### src/rtl/key_input_pkg.sv
// Shared definitions for the TTM4 key input port: key count, debounce states,
// default timing constants and the counter-width helper.
package key_input_pkg;

    localparam int NUM_KEYS            = 4;
    localparam int DEF_DEBOUNCE_MS     = 10;
    localparam int DEF_SYNC_STAGES     = 2;
    localparam int DEF_REPEAT_DELAY_MS = 500;
    localparam int DEF_REPEAT_MS       = 100;

    typedef enum logic {
        ST_STABLE  = 1'b0,
        ST_PENDING = 1'b1
    } deb_state_t;

    // Bits needed to hold values 0..max_val, i.e. ceil(log2(max_val + 1)).
    function automatic int cnt_width(input int max_val);
        int w;
        w = 1;
        while ((1 << w) < (max_val + 1)) begin
            w++;
        end
        return w;
    endfunction

endpackage

### src/rtl/key_debounce.sv
// One key: synchroniser, tick-based debounce FSM and press-event pulse.
// KEY_INPUT_PORT_AUTO_REPEAT_EN adds a hold-time auto-repeat counter.
module key_debounce
    import key_input_pkg::*;
#(
    parameter int DEBOUNCE_MS     = DEF_DEBOUNCE_MS,
    parameter int SYNC_STAGES     = DEF_SYNC_STAGES,
    parameter int REPEAT_DELAY_MS = DEF_REPEAT_DELAY_MS,
    parameter int REPEAT_MS       = DEF_REPEAT_MS
) (
    input  logic i_clk,
    input  logic i_rst,
    input  logic i_tick,
    input  logic i_key_n,
    output logic o_stable,
    output logic o_press
);

    localparam int CW = cnt_width(DEBOUNCE_MS);

    logic [SYNC_STAGES-1:0] r_sync;
    deb_state_t             r_state;
    deb_state_t             w_state_next;
    logic [CW-1:0]          r_cnt;
    logic [CW-1:0]          w_cnt_next;
    logic                   r_stable;
    logic                   w_stable_next;
    logic                   w_key;
    logic                   w_rise;
    logic                   w_repeat;

    assign w_key = ~r_sync[SYNC_STAGES-1];

    always_ff @(posedge i_clk) begin
        if (i_rst) begin
            r_sync   <= '1;
            r_state  <= ST_STABLE;
            r_cnt    <= '0;
            r_stable <= 1'b0;
        end else begin
            r_sync   <= {r_sync[SYNC_STAGES-2:0], i_key_n};
            r_state  <= w_state_next;
            r_cnt    <= w_cnt_next;
            r_stable <= w_stable_next;
        end
    end

    // The new level must be seen on DEBOUNCE_MS consecutive ticks to be accepted.
    always_comb begin
        w_state_next  = r_state;
        w_cnt_next    = r_cnt;
        w_stable_next = r_stable;
        if (i_tick) begin
            case (r_state)
                ST_STABLE: begin
                    if (w_key != r_stable) begin
                        if (DEBOUNCE_MS == 1) begin
                            w_stable_next = w_key;
                        end else begin
                            w_state_next = ST_PENDING;
                            w_cnt_next   = CW'(1);
                        end
                    end
                end
                ST_PENDING: begin
                    if (w_key == r_stable) begin
                        w_state_next = ST_STABLE;
                        w_cnt_next   = '0;
                    end else if (r_cnt == CW'(DEBOUNCE_MS - 1)) begin
                        w_stable_next = w_key;
                        w_state_next  = ST_STABLE;
                        w_cnt_next    = '0;
                    end else begin
                        w_cnt_next = r_cnt + CW'(1);
                    end
                end
                default: begin
                    w_state_next = ST_STABLE;
                    w_cnt_next   = '0;
                end
            endcase
        end
    end

    assign w_rise = w_stable_next & ~r_stable;

`ifdef KEY_INPUT_PORT_AUTO_REPEAT_EN
    localparam int RMAX = (REPEAT_DELAY_MS > REPEAT_MS) ? REPEAT_DELAY_MS : REPEAT_MS;
    localparam int RW   = cnt_width(RMAX);

    logic [RW-1:0] r_rep_cnt;
    logic          r_rep_first;

    assign w_repeat = r_stable & i_tick &
                      (r_rep_first ? (r_rep_cnt == RW'(REPEAT_DELAY_MS - 1))
                                   : (r_rep_cnt == RW'(REPEAT_MS - 1)));

    // First repeat after the long delay, then at the shorter interval.
    always_ff @(posedge i_clk) begin
        if (i_rst || !r_stable) begin
            r_rep_cnt   <= '0;
            r_rep_first <= 1'b1;
        end else if (i_tick) begin
            if (w_repeat) begin
                r_rep_cnt   <= '0;
                r_rep_first <= 1'b0;
            end else begin
                r_rep_cnt <= r_rep_cnt + RW'(1);
            end
        end
    end
`else
    localparam int unused_repeat_cfg = REPEAT_DELAY_MS + REPEAT_MS;
    assign w_repeat = 1'b0;
`endif

    assign o_stable = r_stable;
    assign o_press  = w_rise | w_repeat;

endmodule

### src/rtl/key_input_port.sv
// TTM4 key input port: debounced key levels and sticky press flags forming IR,
// cleared at the end of each upper-nibble read. Option: KEY_INPUT_PORT_AUTO_REPEAT_EN.
module key_input_port
    import key_input_pkg::*;
#(
    parameter int DEBOUNCE_MS     = DEF_DEBOUNCE_MS,
    parameter int SYNC_STAGES     = DEF_SYNC_STAGES,
    parameter int REPEAT_DELAY_MS = DEF_REPEAT_DELAY_MS,
    parameter int REPEAT_MS       = DEF_REPEAT_MS
) (
    input  logic                  CLK,
    input  logic                  RST,
    input  logic                  TICK,
    input  logic [NUM_KEYS-1:0]   KEY_N,
    input  logic                  nIRU_OUT,
    input  logic                  nIRD_OUT,
    output logic [2*NUM_KEYS-1:0] IR,
    output logic                  EVENT
);

    logic [NUM_KEYS-1:0] w_stable;
    logic [NUM_KEYS-1:0] w_press;
    logic [NUM_KEYS-1:0] w_sticky_next;
    logic [NUM_KEYS-1:0] r_sticky;
    logic [NUM_KEYS-1:0] r_level;
    logic                r_event;
    logic                r_niru_q;
    logic                w_clear;
    logic                w_unused;

    assign w_unused = nIRD_OUT;

    for (genvar g = 0; g < NUM_KEYS; g++) begin : g_key
        key_debounce #(
            .DEBOUNCE_MS    (DEBOUNCE_MS),
            .SYNC_STAGES    (SYNC_STAGES),
            .REPEAT_DELAY_MS(REPEAT_DELAY_MS),
            .REPEAT_MS      (REPEAT_MS)
        ) u_debounce (
            .i_clk   (CLK),
            .i_rst   (RST),
            .i_tick  (TICK),
            .i_key_n (KEY_N[g]),
            .o_stable(w_stable[g]),
            .o_press (w_press[g])
        );
    end

    // Clear on the rising edge of the read strobe; a same-edge press still wins.
    assign w_clear       = nIRU_OUT & ~r_niru_q;
    assign w_sticky_next = (w_clear ? '0 : r_sticky) | w_press;

    always_ff @(posedge CLK) begin
        if (RST) begin
            r_niru_q <= 1'b1;
            r_sticky <= '0;
            r_level  <= '0;
            r_event  <= 1'b0;
        end else begin
            r_niru_q <= nIRU_OUT;
            r_sticky <= w_sticky_next;
            r_level  <= w_stable;
            r_event  <= |w_sticky_next;
        end
    end

    assign IR    = {r_sticky, r_level};
    assign EVENT = r_event;

endmodule

### config.mk
export PLATFORM = sky130hd
export DESIGN_NAME = key_input_port
export DESIGN_NICKNAME = d
export VERILOG_FILES = /design/src/rtl/key_input_pkg.sv /design/src/rtl/key_debounce.sv /design/src/rtl/key_input_port.sv
export SDC_FILE = /design/constraint.sdc
export NUM_CORES = 1
export LEC_CHECK = 0
export CAP_MARGIN = 30
export CORE_MARGIN = 2
export CORE_UTILIZATION = 40
export DETAILED_ROUTE_END_ITERATION = 12
export SLEW_MARGIN = 20
export SYNTH_ARGS = -nofsm -noshare
export SYNTH_HDL_FRONTEND = slang
export SYNTH_SLANG_ARGS = --single-unit
export TNS_END_PERCENT = 20
### constraint.sdc
create_clock -name CLK -period 2.5 [get_ports CLK]
set_input_delay 0.25 -clock CLK [delete_from_list [all_inputs] [get_ports CLK]]
set_output_delay 0.25 -clock CLK [all_outputs]
set_load 0.05 [all_outputs]
* After elaboration in Yosys (flattened, before gate mapping)
Index checks and enable logic that the tools add are counted.
** Storage, ports and cells
- Flip-flop bits (word level) :: 42
- Latch bits :: 0
- RAM bits :: 0
- Bits in read-only memories :: 0
- Output and inout port bits :: 9
- Logic and storage cells :: 113
- Memories :: 0
** Cells by class
- $add $sub $neg :: 4
- $mul :: 0
- Div/mod/pow operators :: 0
- Order comparisons :: 0
- Equality and inequality tests :: 16
- Shifts and indexed selects :: 0
- Muxes and demuxes :: 49
- Bitwise gates (word level) :: 19
- Reduce and logical (&&, ||, !) cells :: 5
** Operators by type and width (number)
- two-way mux 4 bit :: 13
- case mux 4 bit (2 select lines) :: 4
- two-way mux 1 bit :: 28
- adder 4 x 1 -> 4 bit, second input constant :: 4
- == test 4 bit, second input constant :: 4
- inverter 1 bit :: 13
- != test 2 x 1 -> 1 bit, second input constant :: 4
- case mux 1 bit (2 select lines) :: 4
- AND reduction 2 bit :: 4
- bitwise AND 1 bit :: 5
- == test 1 bit :: 4
- != test 1 bit :: 4
- bitwise OR 4 bit :: 1
- OR reduction 4 bit :: 1

* Logic depth before layout (Yosys ltp)
- Depth after elaboration :: 8
- Mapped depth :: 6
- Gate-level depth less buffers :: 6

* By module
Synthesis repeated with hierarchy kept, for this count alone.
** Second synthesis, totals
- Cells, all modules :: 204
- Area total of the unflattened synthesis :: 1949.4 um^2
** By module, submodules not included
- key_debounce :: times used 4, cells an instance 44, area each 410.4 um^2, sequential area each 160.2 um^2
- key_input_port :: times used 1, cells an instance 28, area each 307.8 um^2, sequential area each 200.2 um^2

* Worst setup path after synthesis
No wires, ideal clock.
- Path type :: register -> register
- Start point :: reg g_key[0].u_debounce.r_cnt[1]
- End point :: reg g_key[0].u_debounce.r_cnt[1]
- Arrival :: 1.164 ns
- Data required time :: 2.414 ns
- Slack :: 1.250 ns
- Cell stages (with the launch flop) :: 7
- Period minus slack after synthesis :: 1.250 ns
- Cell sequence :: dfxtp_1 > inv_1 > ha_1 > nand3b_1 > nand3_1 > a21o_1 > a211oi_1
** Between the ends
- Word-level cells in the longest chain between the ends :: 4
** RTL lines
- from (decl) :: RTL line key_debounce.sv:24 : logic [CW-1:0] r_cnt;
- from (signal assigned) :: RTL line key_debounce.sv:43 : r_cnt <= w_cnt_next;
- adder 4 x 1 -> 4 bit / == test 4 bit (equally long branches) :: RTL line key_debounce.sv:74, key_debounce.sv:69
- two-way mux 4 bit (*) :: RTL line key_debounce.sv:69 : end else if (r_cnt == CW'(DEBOUNCE_MS - 1)) begin
- two-way mux 4 bit (*) :: RTL line key_debounce.sv:66 : if (w_key == r_stable) begin
- case mux 4 bit (2 select lines) (*) :: RTL line key_debounce.sv:54 : case (r_state)
Mark *: on every way between the ends. The rest lies on a longest branch, timed or not.
A chain may end at the register's enable or synchronous reset.

* Worst setup path after layout
- Start point :: reg r_sticky[2]
- End point :: out IR[6]
** RTL lines
- from (decl) :: RTL line key_input_port.sv:24 : logic [NUM_KEYS-1:0] r_sticky;
- from (signal assigned) :: RTL line key_input_port.sv:61 : r_sticky <= w_sticky_next;
- to (decl) :: RTL line key_input_port.sv:17 : output logic [2*NUM_KEYS-1:0] IR,
No word-level cell between the ends.

==> flow_metrics.py <==
metrics = {
    "placed_design": {
        "hpwlAfterDp_microns": 2340,
        "gp_congestion": 0.769,
        "io_buffer_count": 16,
        "dp_slack_ns": 0.776,
    },
    "logic_synthesis": {
        "synth.area.top_cells": "dfxtp_1 47%, nor2_1 5.8%, ha_1 5.6%",
        "ys_seq_area_share_pct": 46.7,
        "syn_area_sq_um": 1800,
        "synth_top_area_share_pct": 46.7,
        "postSynthAreaPerCell_sq_um": 9.23,
        "synth_warnings": 0,
        "synth_nets": 212,
        "async_flop_share_pct": 0,
        "ys_seq_elements": 42,
        "synth_cell_types": 29,
        "ys_top_cells_by_count": "42 x dfxtp_1, 28 x nor2_1, 14 x a21oi_1, 9 x or2_1",
        "yosysTopAreaCell": "dfxtp_1",
        "yosysMostFrequentCell": "dfxtp_1",
        "synth_edf_count": 0,
        "synth_ff_type": "dfxtp_1",
        "synth_cells": 195,
    },
    "setup_path": {
        "cpPeakStageDelay_ns": 0.81,
        "cp.required_ns": 2.25,
        "critPathCaptureType": "output port",
        "critical_path.top_delay_family": "buffers and inverters",
        "cp_cell_sequence": "clkdlybuf4s50_1",
        "slowest_stage": "clkdlybuf4s50_1",
        "cp.arrival_ns": 1.46,
        "cp_num_buf_inv": 1,
        "path_max_fanout": 2,
        "crit_type": "reg -> out",
        "start_kind": "flip-flop",
    },
    "floorplan": {
        "start_util_pct": 41.3,
        "die_h_microns": 71.1,
        "ios": 18,
        "die_area_sq_um": 5050,
        "coreArea_sq_um": 4350,
        "die_w_microns": 71.1,
        "row_count": 24,
    },
    "cts": {
        "holdBufCountCts": 0,
        "tritoncts": "done",
        "clockRootBuffer": "clkbuf_8",
        "clk_pin_slew_ns": 0.08,
        "clk_latency_ns": 0.29,
        "cts_sinks": 42,
        "cts_resized": 0,
        "cts_buffers": 5,
        "postCtsSetupBuffers": 0,
        "htreeDepth": 2,
        "cts_max_path_buffers": 2,
    },
    "cells_and_area": {
        "multi_input_area_sq_um": 906,
        "drive_above_1_share_pct": 6.54,
        "nFillCells": 414,
        "regArea_sq_um": 841,
        "syn_to_final_growth_pct": 16.5,
        "diodes": 0,
        "fin_nets": 230,
    },
    "grt": {
        "grt_max_degree": 35,
        "use_met3_pct": 5.27,
        "gr-usage-all-layers_pct": 15.1,
        "grt-busiest-layer": "met2",
        "grt_pass1_vias": 1433,
        "met1_usage_pct": 17.0,
        "grt_pass1_wl_microns": 6040,
        "grt-ovfl-total": 0,
        "use_met2_pct": 25.4,
        "antenna_found_initial": 0,
    },
    "sta": {
        "tightest_slew_ns": 0.507,
        "layout_setup_ws_ns": 0.788,
        "slew_headroom_pct": 66.0,
        "setup_tns_ns": 0,
        "setup_viol": 0,
        "hold_violations": 0,
        "rsz0062_at_grt": "false",
        "final.setup_skew_ns": 0.00908,
        "min_period_over_period_pct": 68.5,
        "min_period_ns": 1.71,
        "finalMaxSlewViolations": 0,
        "maxClockFrequency_mhz": 584,
    },
    "hold_path": {
        "hold_path_class": "reg -> reg",
    },
    "power_and_ir_drop": {
        "peakVddDrop_mv": 0.309,
        "p_leak_nw": 0.744,
        "cellPowerDensity_nw_per_um2": 571,
    },
    "run": {
        "maxCapViolations": 0,
    },
    "route": {
        "drc_errors": 0,
        "num_vias": 1376,
        "antenna_left": 0,
        "wl_microns": 3390,
        "wire_per_inst_microns": 12.7,
        "viasPerCell": 5.17,
        "drt-pass1-iter-count": 4,
        "drt_iter0_markers": 47,
    },
    "outcome": {
        "status": "complete, no violations",
    },
}
## sequential cells by signal (all words and copies together), names as in the netlist
register and count:
EVENT 1, g_key.u_debounce.o_stable 4, g_key.u_debounce.r_cnt 16, g_key.u_debounce.r_state 4, g_key.u_debounce.r_sync 8, r_level 4
r_niru_q 1, r_sticky 4
## cells in the final DEF, fill, tap and decap left out, types with 2 or more instances in the layout
| cell | instances |
|---|---|
| dfxtp_1 | 42 |
| nor2_1 | 28 |
| clkdlybuf4s50_1 | 16 |
| a21oi_1 | 14 |
| or2_1 | 9 |
| xor2_1 | 8 |
| ha_1 | 8 |
| nand3_1 | 7 |
| nand2_1 | 7 |
| inv_1 | 6 |
| o211ai_1 | 5 |
| nand2b_1 | 5 |
| o21ai_1 | 5 |
| clkbuf_8 | 5 |
| o21a_1 | 4 |
| nand3b_1 | 4 |
| a21o_1 | 4 |
| a211oi_1 | 4 |
| nor3_1 | 4 |
| nor4_1 | 4 |
| and4_1 | 4 |
| nor2b_1 | 3 |
| xnor2_1 | 3 |
| a211oi_2 | 3 |
| and3b_1 | 3 |
| buf_4 | 2 |
## path summary, 6_finish.rpt
path                                                    start                       endpoint  slack [ns]  cells after the start
worst min-delay path            g_key[3].u_debounce.r_sync[0]  g_key[3].u_debounce.r_sync[1]        0.41                      1
worst max register to register   g_key[3].u_debounce.o_stable   g_key[3].u_debounce.r_cnt[1]        1.05                      4
worst min register to register  g_key[3].u_debounce.r_sync[0]  g_key[3].u_debounce.r_sync[1]        0.41                      1
worst max-delay path                              r_sticky[2]                          IR[6]        0.79                      1
## power breakdown
part	switching [mW]	total, mW	internal, mW
Combinational	0.0378	0.0696	0.0319
Sequential	0.0118	0.694	0.682
Clock	0.235	0.432	0.197
## cells by family (layout without fill, tap and decap cells)
logic type | after synthesis | count (layout) | synth area share [%]
AO/OA/AOI/OAI | 40 | 40 | 15.0
XOR/XNOR | 12 | 12 | 6.26
adder cells (fa/ha/maj) | 8 | 8 | 5.56
buffers and inverters | 13 | 32 | 2.92
flip-flops | 42 | 42 | 46.7
AND/OR/NAND/NOR | 80 | 80 | 23.6
## cell type report
type	count	share of cell area [%]
clock buffer	6	3.46
clock inverter	2	0.657
inverter	6	1.07
multi-input combinational	140	43.2
sequential	42	40.1
tap	52	3.10
timing repair buffer	18	8.36
## routing by layer
layer  share of wire (%)  vias up
li1                    -      709
met1                  47      647
met2                  49       12
met3                 3.0        8
met4                 1.9        0
met5                   0        -
## per-stage QoR
step | utilization (%) | std cells | hold slack (ns) | total power, mW | area, sq um
floorplan | - | 195 | 0.347 | 0.756 | 1800
global placement | 46.1 | 258 | 0.384 | 0.775 | 2010
detailed placement | 46.1 | 258 | 0.389 | 0.780 | 2010
CTS | 48.1 | 266 | 0.409 | 1.22 | 2100
global route | 48.1 | 266 | 0.429 | 1.26 | 2100
finish | 48.1 | 266 | 0.406 | 1.20 | 2100
Note: power is estimated with default switching activity, not from simulation.
